===== config.mk =====
export PLATFORM = sky130hd
export DESIGN_NAME = dmem_arbiter
export DESIGN_NICKNAME = d
export VERILOG_FILES = /design/src/rtl/dmem_arbiter.sv
export SDC_FILE = /design/constraint.sdc
export NUM_CORES = 1
export LEC_CHECK = 0
export BUFFER_PORTS_ARGS = -buffer_cell sky130_fd_sc_hd__buf_4
export CORE_MARGIN = 4
export CORE_UTILIZATION = 41
export CTS_CLUSTER_SIZE = 16
export DETAILED_ROUTE_END_ITERATION = 10
export GPL_ROUTABILITY_DRIVEN = 0
export PLACE_DENSITY = 0.75
export SLEW_MARGIN = 20
export SYNTH_ARGS = -nofsm -noshare
export SYNTH_HDL_FRONTEND = slang
export SYNTH_SLANG_ARGS = --single-unit

===== constraint.sdc =====
create_clock -name clk -period 4.2 [get_ports clk]
set_input_delay 0.42 -clock clk [delete_from_list [all_inputs] [get_ports clk]]
set_output_delay 0.42 -clock clk [all_outputs]
set_load 0.01 [all_outputs]

===== src/rtl/dmem_arbiter.sv =====
// Two-port round-robin arbiter in front of a single-ported data memory.
// One access in flight at a time: IDLE -> BUSY (ACCESS_CYCLES) -> RESP -> IDLE.
module dmem_arbiter #(
    parameter int unsigned ACCESS_CYCLES = 2
) (
    input  logic        clk,
    input  logic        rst_n,
    input  logic        req0,
    input  logic        req1,
    input  logic        we0,
    input  logic        we1,
    input  logic [31:0] addr0,
    input  logic [31:0] addr1,
    input  logic [31:0] wdata0,
    input  logic [31:0] wdata1,
    output logic        gnt0,
    output logic        gnt1,
    output logic        rvalid0,
    output logic        rvalid1,
    output logic [31:0] rdata,
    output logic        mem_read,
    output logic        mem_write,
    output logic [31:0] mem_addr,
    output logic [31:0] mem_wdata,
    input  logic [31:0] mem_rdata
);

    localparam int unsigned CNT_W = 4;

    typedef enum logic [1:0] {
        IDLE = 2'd0,
        BUSY = 2'd1,
        RESP = 2'd2
    } state_t;

    state_t             state;
    state_t             state_nxt;
    logic [CNT_W-1:0]   cnt;
    logic [CNT_W-1:0]   cnt_nxt;
    logic               last;
    logic               id_q;
    logic               grant_c;
    logic               win_c;
    logic               done_c;

    // State and access counter
    always_ff @(posedge clk or negedge rst_n) begin
        if (!rst_n) begin
            state <= IDLE;
            cnt   <= '0;
        end else begin
            state <= state_nxt;
            cnt   <= cnt_nxt;
        end
    end

    // Next state, arbitration and end-of-access detection
    always_comb begin
        state_nxt = state;
        cnt_nxt   = cnt;
        grant_c   = 1'b0;
        done_c    = 1'b0;
        win_c     = (req0 & req1) ? ~last : req1;
        case (state)
            IDLE: begin
                if (req0 | req1) begin
                    grant_c   = 1'b1;
                    state_nxt = BUSY;
                    cnt_nxt   = CNT_W'(ACCESS_CYCLES - 1);
                end
            end
            BUSY: begin
                if (cnt == '0) begin
                    done_c    = 1'b1;
                    state_nxt = RESP;
                end else begin
                    cnt_nxt = cnt - CNT_W'(1);
                end
            end
            RESP:    state_nxt = IDLE;
            default: state_nxt = IDLE;
        endcase
    end

    // Registered outputs; the memory strobe registers double as the latched operands
    always_ff @(posedge clk or negedge rst_n) begin
        if (!rst_n) begin
            last      <= 1'b1;
            id_q      <= 1'b0;
            gnt0      <= 1'b0;
            gnt1      <= 1'b0;
            rvalid0   <= 1'b0;
            rvalid1   <= 1'b0;
            rdata     <= '0;
            mem_read  <= 1'b0;
            mem_write <= 1'b0;
            mem_addr  <= '0;
            mem_wdata <= '0;
        end else begin
            gnt0    <= grant_c & ~win_c;
            gnt1    <= grant_c & win_c;
            rvalid0 <= done_c & ~id_q;
            rvalid1 <= done_c & id_q;
            rdata   <= (done_c & ~mem_write) ? mem_rdata : '0;
            if (grant_c) begin
                last      <= win_c;
                id_q      <= win_c;
                mem_read  <= win_c ? ~we1 : ~we0;
                mem_write <= win_c ? we1 : we0;
                mem_addr  <= win_c ? addr1 : addr0;
                mem_wdata <= win_c ? wdata1 : wdata0;
            end else if (done_c) begin
                mem_read  <= 1'b0;
                mem_write <= 1'b0;
                mem_addr  <= '0;
                mem_wdata <= '0;
            end
        end
    end

endmodule


==> results by group, run 1 <==
Setup path
  • CP Launch Type: register
  • Maximum cell stage delay along the critical path: 400 ps
  • Critical path, cell by cell: inv_1, ha_1, nand2b_4, or3_4, nor2_4, and2_1
  • Required time of the critical path: 4490 ps
  • Top delay family on crit path: simple AND/OR/NAND/NOR gates
  • Arrival time of the worst setup path: 2150 ps
  • Cell with the biggest individual delay on the critical path: sky130_fd_sc_hd__or3_4
  • CP Capture Type: register
  • WS Path Type: register to register
  • Buffers and inverters on the worst path: 1
  • Crit Path Max Fanout: 32

Place
  • DP Wirelength: 9.27 mm
  • Worst slack at placement: 2050 ps
  • Port Buffers: 267

Cells and area
  • FF/Latch Area: 2750 um^2
  • Final nets: 822
  • Ratio of cells with drive above 1 in the final layout: 43.9%
  • Area added between synthesis and finish: 52.3%
  • Fill cells: 861
  • Number of antenna cells inserted: 0
  • Area taken by multi-input logic gates: 1430 um^2

Yosys
  • Most used standard cells in the synthesized netlist: sky130_fd_sc_hd__nand2_1, sky130_fd_sc_hd__dfrtp_1, sky130_fd_sc_hd__a22oi_1
  • Top area cells in the synthesized netlist: sky130_fd_sc_hd__dfrtp_1, sky130_fd_sc_hd__nand2_1, sky130_fd_sc_hd__a22oi_1
  • Total of warnings raised by yosys: 0
  • Count of state elements after synthesis: 110
  • Mapped cell area: 4320 um^2
  • Top-count cell post-synth: sky130_fd_sc_hd__nand2_1
  • Sequential fraction of the synthesis area: 63.8%
  • Average cell area after synthesis: 10.8 um^2
  • Dominant synthesized flop cell: sky130_fd_sc_hd__dfrtp_1
  • Number of different library cells in the post-synthesis netlist: 29
  • Mapped Cells: 400
  • Yosys top cell area share: 63.2%
  • Share of synthesized registers carrying an async set or reset: 100%
  • Cell taking the most area after synthesis: sky130_fd_sc_hd__dfrtp_1
  • Post-synthesis net count: 567
  • Number of enable-type register cells in the synthesized netlist: 0

Routing
  • Post-route DRC: 0
  • WL per Instance: 15.5 um
  • Post-Route WL: 12.3 mm
  • Average via count per standard cell: 4.83
  • Post-DRT Antenna Nets: 0
  • Iter 0 DRT Violations: 136
  • Via total after detailed routing: 3842
  • Initial DRT Pass Iterations: 4

Clocking
  • CTS-repair resized insts: 0
  • Depth of the CTS H-tree: 3
  • Quantity of hold-fixing buffers added after cts: 0
  • Sinks on Clock Net: 110
  • Worst skew pair latency: 350 ps
  • Buffer levels on the longest clock path: 2
  • Post-CTS Setup Bufs: 0
  • CTS tree: done
  • Number of buffers created by CTS: 9
  • Clock-pin slew reported for the worst setup and hold paths after clock tree synthesis: 100 ps
  • Root buf cell: sky130_fd_sc_hd__clkbuf_8

Global routing
  • Sum of overflow across all layers after global routing: 0
  • Global-route wire length before repair: 20.2 mm
  • Via count of the first global-routing pass: 4173
  • GRT Total Usage: 20.1%
  • Largest net degree at the start of global routing: 69
  • Initial antenna violation count: 0

STA
  • Least-Margin Pin Slew: 787 ps
  • Final clock skew: 10.2 ps
  • Final period utilization: 44.2%
  • Fin. Hold Viols: 0
  • Post-layout worst setup margin: 2340 ps
  • Final count of negative-setup-slack endpoints: 0
  • Achievable Freq: 539 MHz
  • Final critical delay including setup and external delays: 1860 ps
  • Final-report max-slew violation count: 0
  • Total negative setup slack: 0 ps
  • Worst slew margin relative to its limit: 47.5%
  • Unrepaired setup endpoints after global routing: false

Power and ir drop
  • Net switching power: 1.54 mW
  • Sequential cell fraction of total power: 39.9%
  • Leakage power of the design: 3.61 nW
  • Share of total power consumed by net switching: 37.0%
  • Power per cell area: 631 nW/um^2
  • Max VDD drop: 0.310 mV
  • Combinational group share of total power: 45.0%
  • Relative contribution of the clock network to total power: 15.2%
  • Pint: 2.61 mW

Floorplanning
  • Core box area: 10300 um^2
  • Horizontal extent of the die: 111 um
  • Number of placed I/O pins: 268
  • Die height: 111 um
  • Initial cell density of the core: 42.0%
  • Number of rows in the core area: 37
  • Die ar.: 12200 um^2

Status
  • Result of the run: completed

Job
  • Max-cap check violation count: 0

Hold path
  • Class of the tightest hold or removal check: input pin to async pin
[layout make-up]
type / instances / area share [%]
Timing Repair Buffer: 269 / 30.7
Sequential cell: 110 / 41.9
Clock inverter: 3 / 0.685
Multi-Input combinational cell: 262 / 21.7
Clock buffer: 13 / 2.26
Tap cell: 136 / 2.59
Inverter: 3 / 0.171
[logic make-up (layout without fill, tap and decap cells)]
kind of cell	Yosys count	in the layout	share of synthesized area (%)
and+or+nand+nor	183	183	19.0
DFF	110	110	63.8
AOI/OAI and AO/OA	77	77	13.0
buffers and inverters	28	288	3.65
adders and majority gates	1	1	0.290
muxes	1	1	0.261
[final timing paths]
kind / startpoint / end / slack, ps / cells past startpoint
setup / recovery: cnt[0] / rdata[17] / 2340 / 6
hold / removal: rst_n / mem_wdata[24] / 130 / 2
setup reg to reg: cnt[0] / rdata[17] / 2340 / 6
hold reg to reg: id_q / rvalid0 / 450 / 1
max in group asynchronous: rst_n / cnt[2] / 3440 / 2
min in group clk: mem_rdata[19] / rdata[19] / 260 / 2
[per-stage QoR]
| step | instances | util, % | area (um^2) | power (mW) | hold WS (ps) |
|---|---|---|---|---|---|
| 6_report | 796 | 64.0 | 6580 | 4.15 | 131 |
| 5_1_grt | 796 | 64.0 | 6580 | 4.50 | 149 |
| 4_1_cts | 796 | 63.9 | 6570 | 4.21 | 145 |
| 3_5_place_dp | 780 | 62.0 | 6380 | 3.57 | 437 |
| 3_3_place_gp | 780 | 61.9 | 6360 | 3.50 | 434 |
| 2_1_floorplan | 400 | - | 4320 | 2.69 | 124 |
[worst register-to-register path: stages, from the launching register on]
cell                       delay, ps
sky130_fd_sc_hd__dfrtp_1         390
sky130_fd_sc_hd__inv_1            90
sky130_fd_sc_hd__ha_1            240
sky130_fd_sc_hd__nand2b_4         90
sky130_fd_sc_hd__or3_4           400
sky130_fd_sc_hd__nor2_4          400
sky130_fd_sc_hd__and2_1          210
[layout by cell type, fill, tap and decap left out, drive strengths merged]
master,synthesis,routed
nor2,4,4
a31oi,1,1
nor2b,1,1
o32a,1,1
mux2,1,1
or2,1,1
bufinv,0,1
nand2,132,132
nor3,1,1
and3,2,2
inv,3,3
ha,1,1
a22oi,64,64
clkinvlp,0,2
o21ai,6,6
a21oi,1,1
a22o,1,1
clkbuf,3,13
or3,2,2
buf,22,269
nand3,3,3
a21o,3,3
dfstp,1,1
nand2b,4,4
dfrtp,109,109
and2,33,33
[flip-flops by register name, indices dropped and copies added (netlist names)]
signal and flops:
rvalid0 1, state 2, mem_read 1, mem_write 1, last 1, id_q 1
rvalid1 1, mem_addr 32, gnt1 1, mem_wdata 32, cnt 4, rdata 32
gnt0 1
[metal layers]
metal  GRT usage (%)  vias to the layer above  wire (um)
met5               0                        -          0
met4            6.40                        0        270
met3            9.86                       23       1430
met2            33.9                      186       6150
met1            22.2                     1788       4460
li1                -                     1845          -
[power by group through the flow]
stage	Combinational, mW	Clock [mW]	Sequential (mW)
after floorplan	0.855	0	1.83
after global placement	1.84	0	1.66
after detailed placement	1.90	0	1.68
after CTS	1.90	0.651	1.66
after global routing	2.08	0.702	1.71
final	1.87	0.630	1.66
(Power assumes the default switching activity.)
==> run 2, diff against run 1 <==
Settings changed: CORE_UTILIZATION 41 to 39.
Clock period 4.2 ns to 1.6 ns, I/O delays scaled along.
==> results by group, run 2 (synthesis results as in run 1) <==
Status
  • Result of the run: finished, violations left
  • Violations in the final reports: negative setup slack

Floorplanning
  • Die ar.: 12800 um^2
  • Die height: 113 um
  • Horizontal extent of the die: 113 um
  • Number of rows in the core area: 38
  • Initial cell density of the core: 39.8%
  • Number of placed I/O pins: 268
  • Core box area: 10800 um^2

Power and ir drop
  • Power per cell area: 1610 nW/um^2
  • Max VDD drop: 0.944 mV
  • Leakage power of the design: 4.15 nW
  • Final total power: 12.6 mW

Setup path
  • CP Launch Type: register
  • Launch point of the worst path: cnt[0]
  • Critical path, cell by cell: inv_2, ha_4, nand2b_4, or3_4, nor2_4, buf_12, and2_1
  • Startpoint of the worst-slack reg-to-reg timing path: cnt[0]
  • Crit Path Max Fanout: 32
  • Length in cells of the worst reg-to-reg path: 7
  • Register-to-Register Setup Slack: -20 ps
  • WS Path Type: register to register
  • Buffers and inverters on the worst path: 2
  • Top delay family on crit path: simple AND/OR/NAND/NOR gates
  • Cell with the biggest individual delay on the critical path: sky130_fd_sc_hd__dfrtp_1
  • Arrival time of the worst setup path: 1920 ps
  • CP Capture Type: register
  • Destination of the worst register-to-register timing path: rdata[18]
  • Required time of the critical path: 1900 ps
  • Maximum cell stage delay along the critical path: 400 ps

Cells and area
  • Area added between synthesis and finish: 81.7%
  • Leading registers by flop count: mem_addr (32), mem_wdata (32), rdata (32)
  • Number of antenna cells inserted: 0
  • Commonest non-fill, non-tap cell in the layout: sky130_fd_sc_hd__buf_4
  • Final nets: 923
  • Final non-filler cell total: 901
  • FF/Latch Area: 2750 um^2
  • Commonest cells after routing, fill and taps aside: sky130_fd_sc_hd__buf_4, sky130_fd_sc_hd__dfrtp_1, sky130_fd_sc_hd__nand2_1
  • Ratio of cells with drive above 1 in the final layout: 46.3%
  • Fill cells: 725
  • Area taken by multi-input logic gates: 1560 um^2

Routing
  • Average via count per standard cell: 4.92
  • Post-route DRC: 0
  • Initial DRT Pass Iterations: 5
  • Routed wire length on met2: 8.41 mm
  • Highest routing layer actually used: met4
  • Via total after detailed routing: 4437
  • Met1 Routed Length: 5.76 mm
  • Post-Route WL: 16.1 mm
  • Wire length on met3: 1.48 mm
  • Iter 0 DRT Violations: 240
  • WL per Instance: 17.9 um
  • Post-DRT Antenna Nets: 0

STA
  • Unrepaired setup endpoints after global routing: true
  • Final period utilization: 101%
  • Final critical delay including setup and external delays: 1620 ps
  • Final count of negative-setup-slack endpoints: 17
  • Worst slew margin relative to its limit: 64.9%
  • Fin. Hold Viols: 0
  • Final clock skew: 11.5 ps
  • Achievable Freq: 617 MHz
  • Worst hold slack: 16.8 ps
  • Total negative setup slack: -142 ps
  • Post-layout worst setup margin: -20.6 ps
  • Least-Margin Pin Slew: 522 ps
  • Final-report max-slew violation count: 0

Hold path
  • Hold Path Cell Cnt: 3
  • Class of the tightest hold or removal check: input pin to register
  • Start point of the worst min-delay path: wdata0[14]
  • Destination of the worst hold path: mem_wdata[14]

Job
  • Max-cap check violation count: 0

Global routing
  • Global-route wire length before repair: 23.7 mm
  • Largest net degree at the start of global routing: 57
  • Initial antenna violation count: 0
  • GRT Total Usage: 23.5%
  • Sum of overflow across all layers after global routing: 0
  • Via count of the first global-routing pass: 4776

Clocking
  • CTS tree: done
  • Number of buffers created by CTS: 9
  • Buffer levels on the longest clock path: 2
  • Depth of the CTS H-tree: 3
  • Worst skew pair latency: 360 ps
  • Sinks on Clock Net: 110
  • Clock-pin slew reported for the worst setup and hold paths after clock tree synthesis: 110 ps
  • Root buf cell: sky130_fd_sc_hd__clkbuf_8

Place
  • Port Buffers: 267
  • Dpl cells: 796
  • DP Wirelength: 9.74 mm
-- run 2: cell types whose count changed in the layout (fill, tap and decap cells not counted), sizes merged --
cell / change
clkinv: +1
clkinvlp: -1
inv: +3
buf: +14
dlygate4sd3: +84
-- run 2: layout make-up --
type | instances | share of cell area [%]
Timing Repair Buffer | 370 | 40.1
Sequential cell | 110 | 35.1
Clock inverter | 6 | 0.877
Multi-Input combinational cell | 262 | 19.9
Inverter | 3 | 0.144
Tap cell | 140 | 2.23
Clock buffer | 10 | 1.63
-- run 2: worst max-delay path by stage --
stage	endpoint	depth (start not counted)
after floorplan	mem_wdata[10]	8
after global placement	mem_wdata[16]	7
after detailed placement	mem_wdata[19]	7
after CTS	mem_wdata[19]	7
after global routing	rdata[28]	7
final	rdata[18]	7
-- run 2: repair_timing --
action                                  in CTS  in global routing
hold endpoints to repair                   177                  1
gates resized for setup                      3                 50
endpoints found under the setup margin      96                 97
hold buffers                                83                  1
pin swaps                                    0                 16
gates cloned                                 0                  4
buffers inserted                             0                  1
-- run 2: metal layers --
metal | GRT usage (%) | vias to the layer above
li1 | - | 2060
met1 | 25.0 | 2128
met2 | 42.0 | 215
met3 | 8.13 | 34
met4 | 10.5 | 0
met5 | 0 | -
-- run 2: power breakdown --
part | leakage, nW | internal (mW) | switching (mW)
sequential | 1.43 | 3.83 | 0.645
clock | 0.0977 | 0.741 | 0.981
combinational | 2.62 | 3.23 | 3.22
-- run 2: worst reg2reg max path: cells and delay by family, from the launching register on --
family / cells / cell delay [ps]
and+or+nand+nor: 4 / 740
buffers and inverters: 2 / 260
DFF: 1 / 400
adders and majority gates: 1 / 160
-- run 2: metrics by stage --
step / setup WS [ps] / utilization [%] / area (um^2)
global route: -71.3 / 72.4 / 7850
global placement: 30.5 / 60.5 / 6560
CTS: -13.3 / 70.1 / 7600
detailed placement: -32.5 / 60.5 / 6560
floorplan: 16.1 / - / 4320
finish: -20.6 / 72.4 / 7850
==> run 3, diff against run 2 <==
Settings changed: SKIP_LAST_GASP set to 1.
==> results by group, run 3 (synthesis results as in run 1) <==
Status
  • Result of the run: finished, violations left
  • Violations in the final reports: negative setup slack

Job
  • Max-cap check violation count: 0

Clocking
  • Buffer levels on the longest clock path: 2
  • CTS tree: done
  • Sinks on Clock Net: 110
  • Worst skew pair latency: 370 ps
  • Root buf cell: sky130_fd_sc_hd__clkbuf_8
  • Number of buffers created by CTS: 9
  • Clock-pin slew reported for the worst setup and hold paths after clock tree synthesis: 100 ps
  • Depth of the CTS H-tree: 3

Routing
  • Initial DRT Pass Iterations: 5
  • Post-Route WL: 16.1 mm
  • WL per Instance: 17.9 um
  • Post-DRT Antenna Nets: 0
  • Iter 0 DRT Violations: 212
  • Post-route DRC: 0
  • Average via count per standard cell: 4.95
  • Via total after detailed routing: 4453

Global routing
  • Global-route track usage on met1: 25.0%
  • Initial antenna violation count: 0
  • Met3 usage: 8.13%
  • GRT Total Usage: 23.5%
  • Sum of overflow across all layers after global routing: 0
  • Layer carrying the most global-route usage: met2
  • Global-route wire length before repair: 23.7 mm
  • Via count of the first global-routing pass: 4778
  • Met2 Track Usage GR: 41.9%
  • Largest net degree at the start of global routing: 57

Cells and area
  • Number of antenna cells inserted: 0
  • Final design utilization: 71.2%
  • Fill cells: 760
  • Ratio of cells with drive above 1 in the final layout: 42.8%
  • Area taken by multi-input logic gates: 1460 um^2
  • Leading registers by flop count: mem_addr (32), mem_wdata (32), rdata (32)
  • Area added between synthesis and finish: 78.7%
  • FF/Latch Area: 2750 um^2
  • Commonest cells after routing, fill and taps aside: sky130_fd_sc_hd__buf_4, sky130_fd_sc_hd__nand2_1, sky130_fd_sc_hd__dfrtp_1
  • Commonest non-fill, non-tap cell in the layout: sky130_fd_sc_hd__buf_4
  • Final nets: 922

Setup path
  • Register-to-Register Setup Slack: -130 ps
  • Critical path, cell by cell: inv_2, ha_4, nand2b_4, or3_4, nor2_4, clkbuf_16, and2_1
  • Destination of the worst register-to-register timing path: rdata[29]
  • CP Capture Type: register
  • Length in cells of the worst reg-to-reg path: 7
  • Startpoint of the worst-slack reg-to-reg timing path: cnt[0]
  • Buffers and inverters on the worst path: 2
  • Top delay family on crit path: simple AND/OR/NAND/NOR gates
  • Cell with the biggest individual delay on the critical path: sky130_fd_sc_hd__dfrtp_1
  • CP Launch Type: register
  • Required time of the critical path: 1910 ps
  • Crit Path Max Fanout: 16
  • Maximum cell stage delay along the critical path: 400 ps
  • Arrival time of the worst setup path: 2030 ps
  • WS Path Type: register to register

STA
  • Achievable Freq: 578 MHz
  • Post-layout worst setup margin: -129 ps
  • Final-report max-slew violation count: 0
  • Final clock skew: 15.7 ps
  • Final period utilization: 108%
  • Worst slew margin relative to its limit: 64.5%
  • Total negative setup slack: -2630 ps
  • Final count of negative-setup-slack endpoints: 33
  • Worst hold slack: 15.8 ps
  • Final critical delay including setup and external delays: 1730 ps
  • Fin. Hold Viols: 0
  • Least-Margin Pin Slew: 530 ps
  • Unrepaired setup endpoints after global routing: true

Floorplanning
  • Number of rows in the core area: 38
  • Horizontal extent of the die: 113 um
  • Initial cell density of the core: 39.8%
  • Number of placed I/O pins: 268
  • Die height: 113 um
  • Die ar.: 12800 um^2
  • Core box area: 10800 um^2

Power and ir drop
  • Pint: 7.48 mW
  • Relative contribution of the clock network to total power: 14.3%
  • Share of total power consumed by net switching: 37.6%
  • Max VDD drop: 0.959 mV
  • Net switching power: 4.50 mW
  • Combinational group share of total power: 49.1%
  • Leakage power of the design: 4.11 nW
  • Sequential cell fraction of total power: 36.6%
  • Power per cell area: 1550 nW/um^2

Hold path
  • Class of the tightest hold or removal check: input pin to register
  • Start point of the worst min-delay path: wdata0[18]
  • Hold Path Cell Cnt: 3
  • Destination of the worst hold path: mem_wdata[18]

Place
  • Port Buffers: 267
  • DP Wirelength: 9.74 mm
run 3: cell count changes in the layout (fill, tap and decap cells not counted):
| cell | change |
|---|---|
| sky130_fd_sc_hd__o32a_2 | +1 |
| sky130_fd_sc_hd__and2_4 | +14 |
| sky130_fd_sc_hd__dlygate4sd3_1 | +1 |
| sky130_fd_sc_hd__o32a_4 | -1 |
| sky130_fd_sc_hd__nand2_2 | -33 |
| sky130_fd_sc_hd__clkbuf_16 | -1 |
| sky130_fd_sc_hd__nand2_4 | -6 |
| sky130_fd_sc_hd__nand2_1 | +39 |
| sky130_fd_sc_hd__buf_6 | -1 |
| sky130_fd_sc_hd__and2_1 | -14 |
run 3: stage by stage:
stage | std cells | power (mW) | setup WS [ps] | instance area, um^2
6_report | 900 | 12.0 | -129 | 7710
5_1_grt | 900 | 12.8 | -172 | 7710
4_1_cts | 895 | 11.7 | -40.5 | 7590
3_5_place_dp | 796 | 9.86 | -32.5 | 6560
3_3_place_gp | 796 | 9.66 | 30.5 | 6560
2_1_floorplan | 400 | 7.05 | 16.1 | 4320
run 3: layout make-up:
| type | count | area share, % |
|---|---|---|
| clock buffer | 10 | 1.65 |
| clock inverter | 6 | 0.892 |
| inverter | 3 | 0.146 |
| multi-input combinational | 262 | 18.9 |
| sequential | 110 | 35.7 |
| tap | 140 | 2.27 |
| timing repair buffer | 369 | 40.4 |
run 3: per-layer routing:
metal / wire length, um / share of wire, %
met5: 0 / 0
met4: 535 / 3.3
met3: 1600 / 9.9
met2: 8460 / 52
met1: 5530 / 34
run 3: how the worst max path moves through the flow:
stage,from,endpoint,slack (ps),depth (start not counted)
floorplan,cnt[0],mem_wdata[10],20,8
global placement,cnt[0],mem_wdata[16],30,7
detailed placement,cnt[1],mem_wdata[19],-30,7
CTS,cnt[0],mem_wdata[19],-40,7
global route,cnt[0],rdata[29],-170,7
finish,cnt[0],rdata[29],-130,7
run 3: tightest hold or removal path, stage by stage:
cell	delay, ps
sky130_fd_sc_hd__buf_4	80
sky130_fd_sc_hd__a22oi_1	60
sky130_fd_sc_hd__nand2_1	60
run 3: what timing repair did:
item                       in CTS  in global routing
gates resized for setup         1                 18
hold endpoints to repair      177                  2
cloned                          0                  2
setup endpoints to repair      96                 97
setup buffers                   0                  1
hold buffers                   83                  2
pin swaps                       0                 12
run 3: power groups by stage:
stage | combinational (mW) | sequential (mW) | clock, mW
finish | 5.88 | 4.39 | 1.71
detailed placement | 5.46 | 4.41 | 0
global placement | 5.28 | 4.38 | 0
floorplan | 2.24 | 4.80 | 0
CTS | 5.63 | 4.37 | 1.74
global route | 6.40 | 4.51 | 1.88
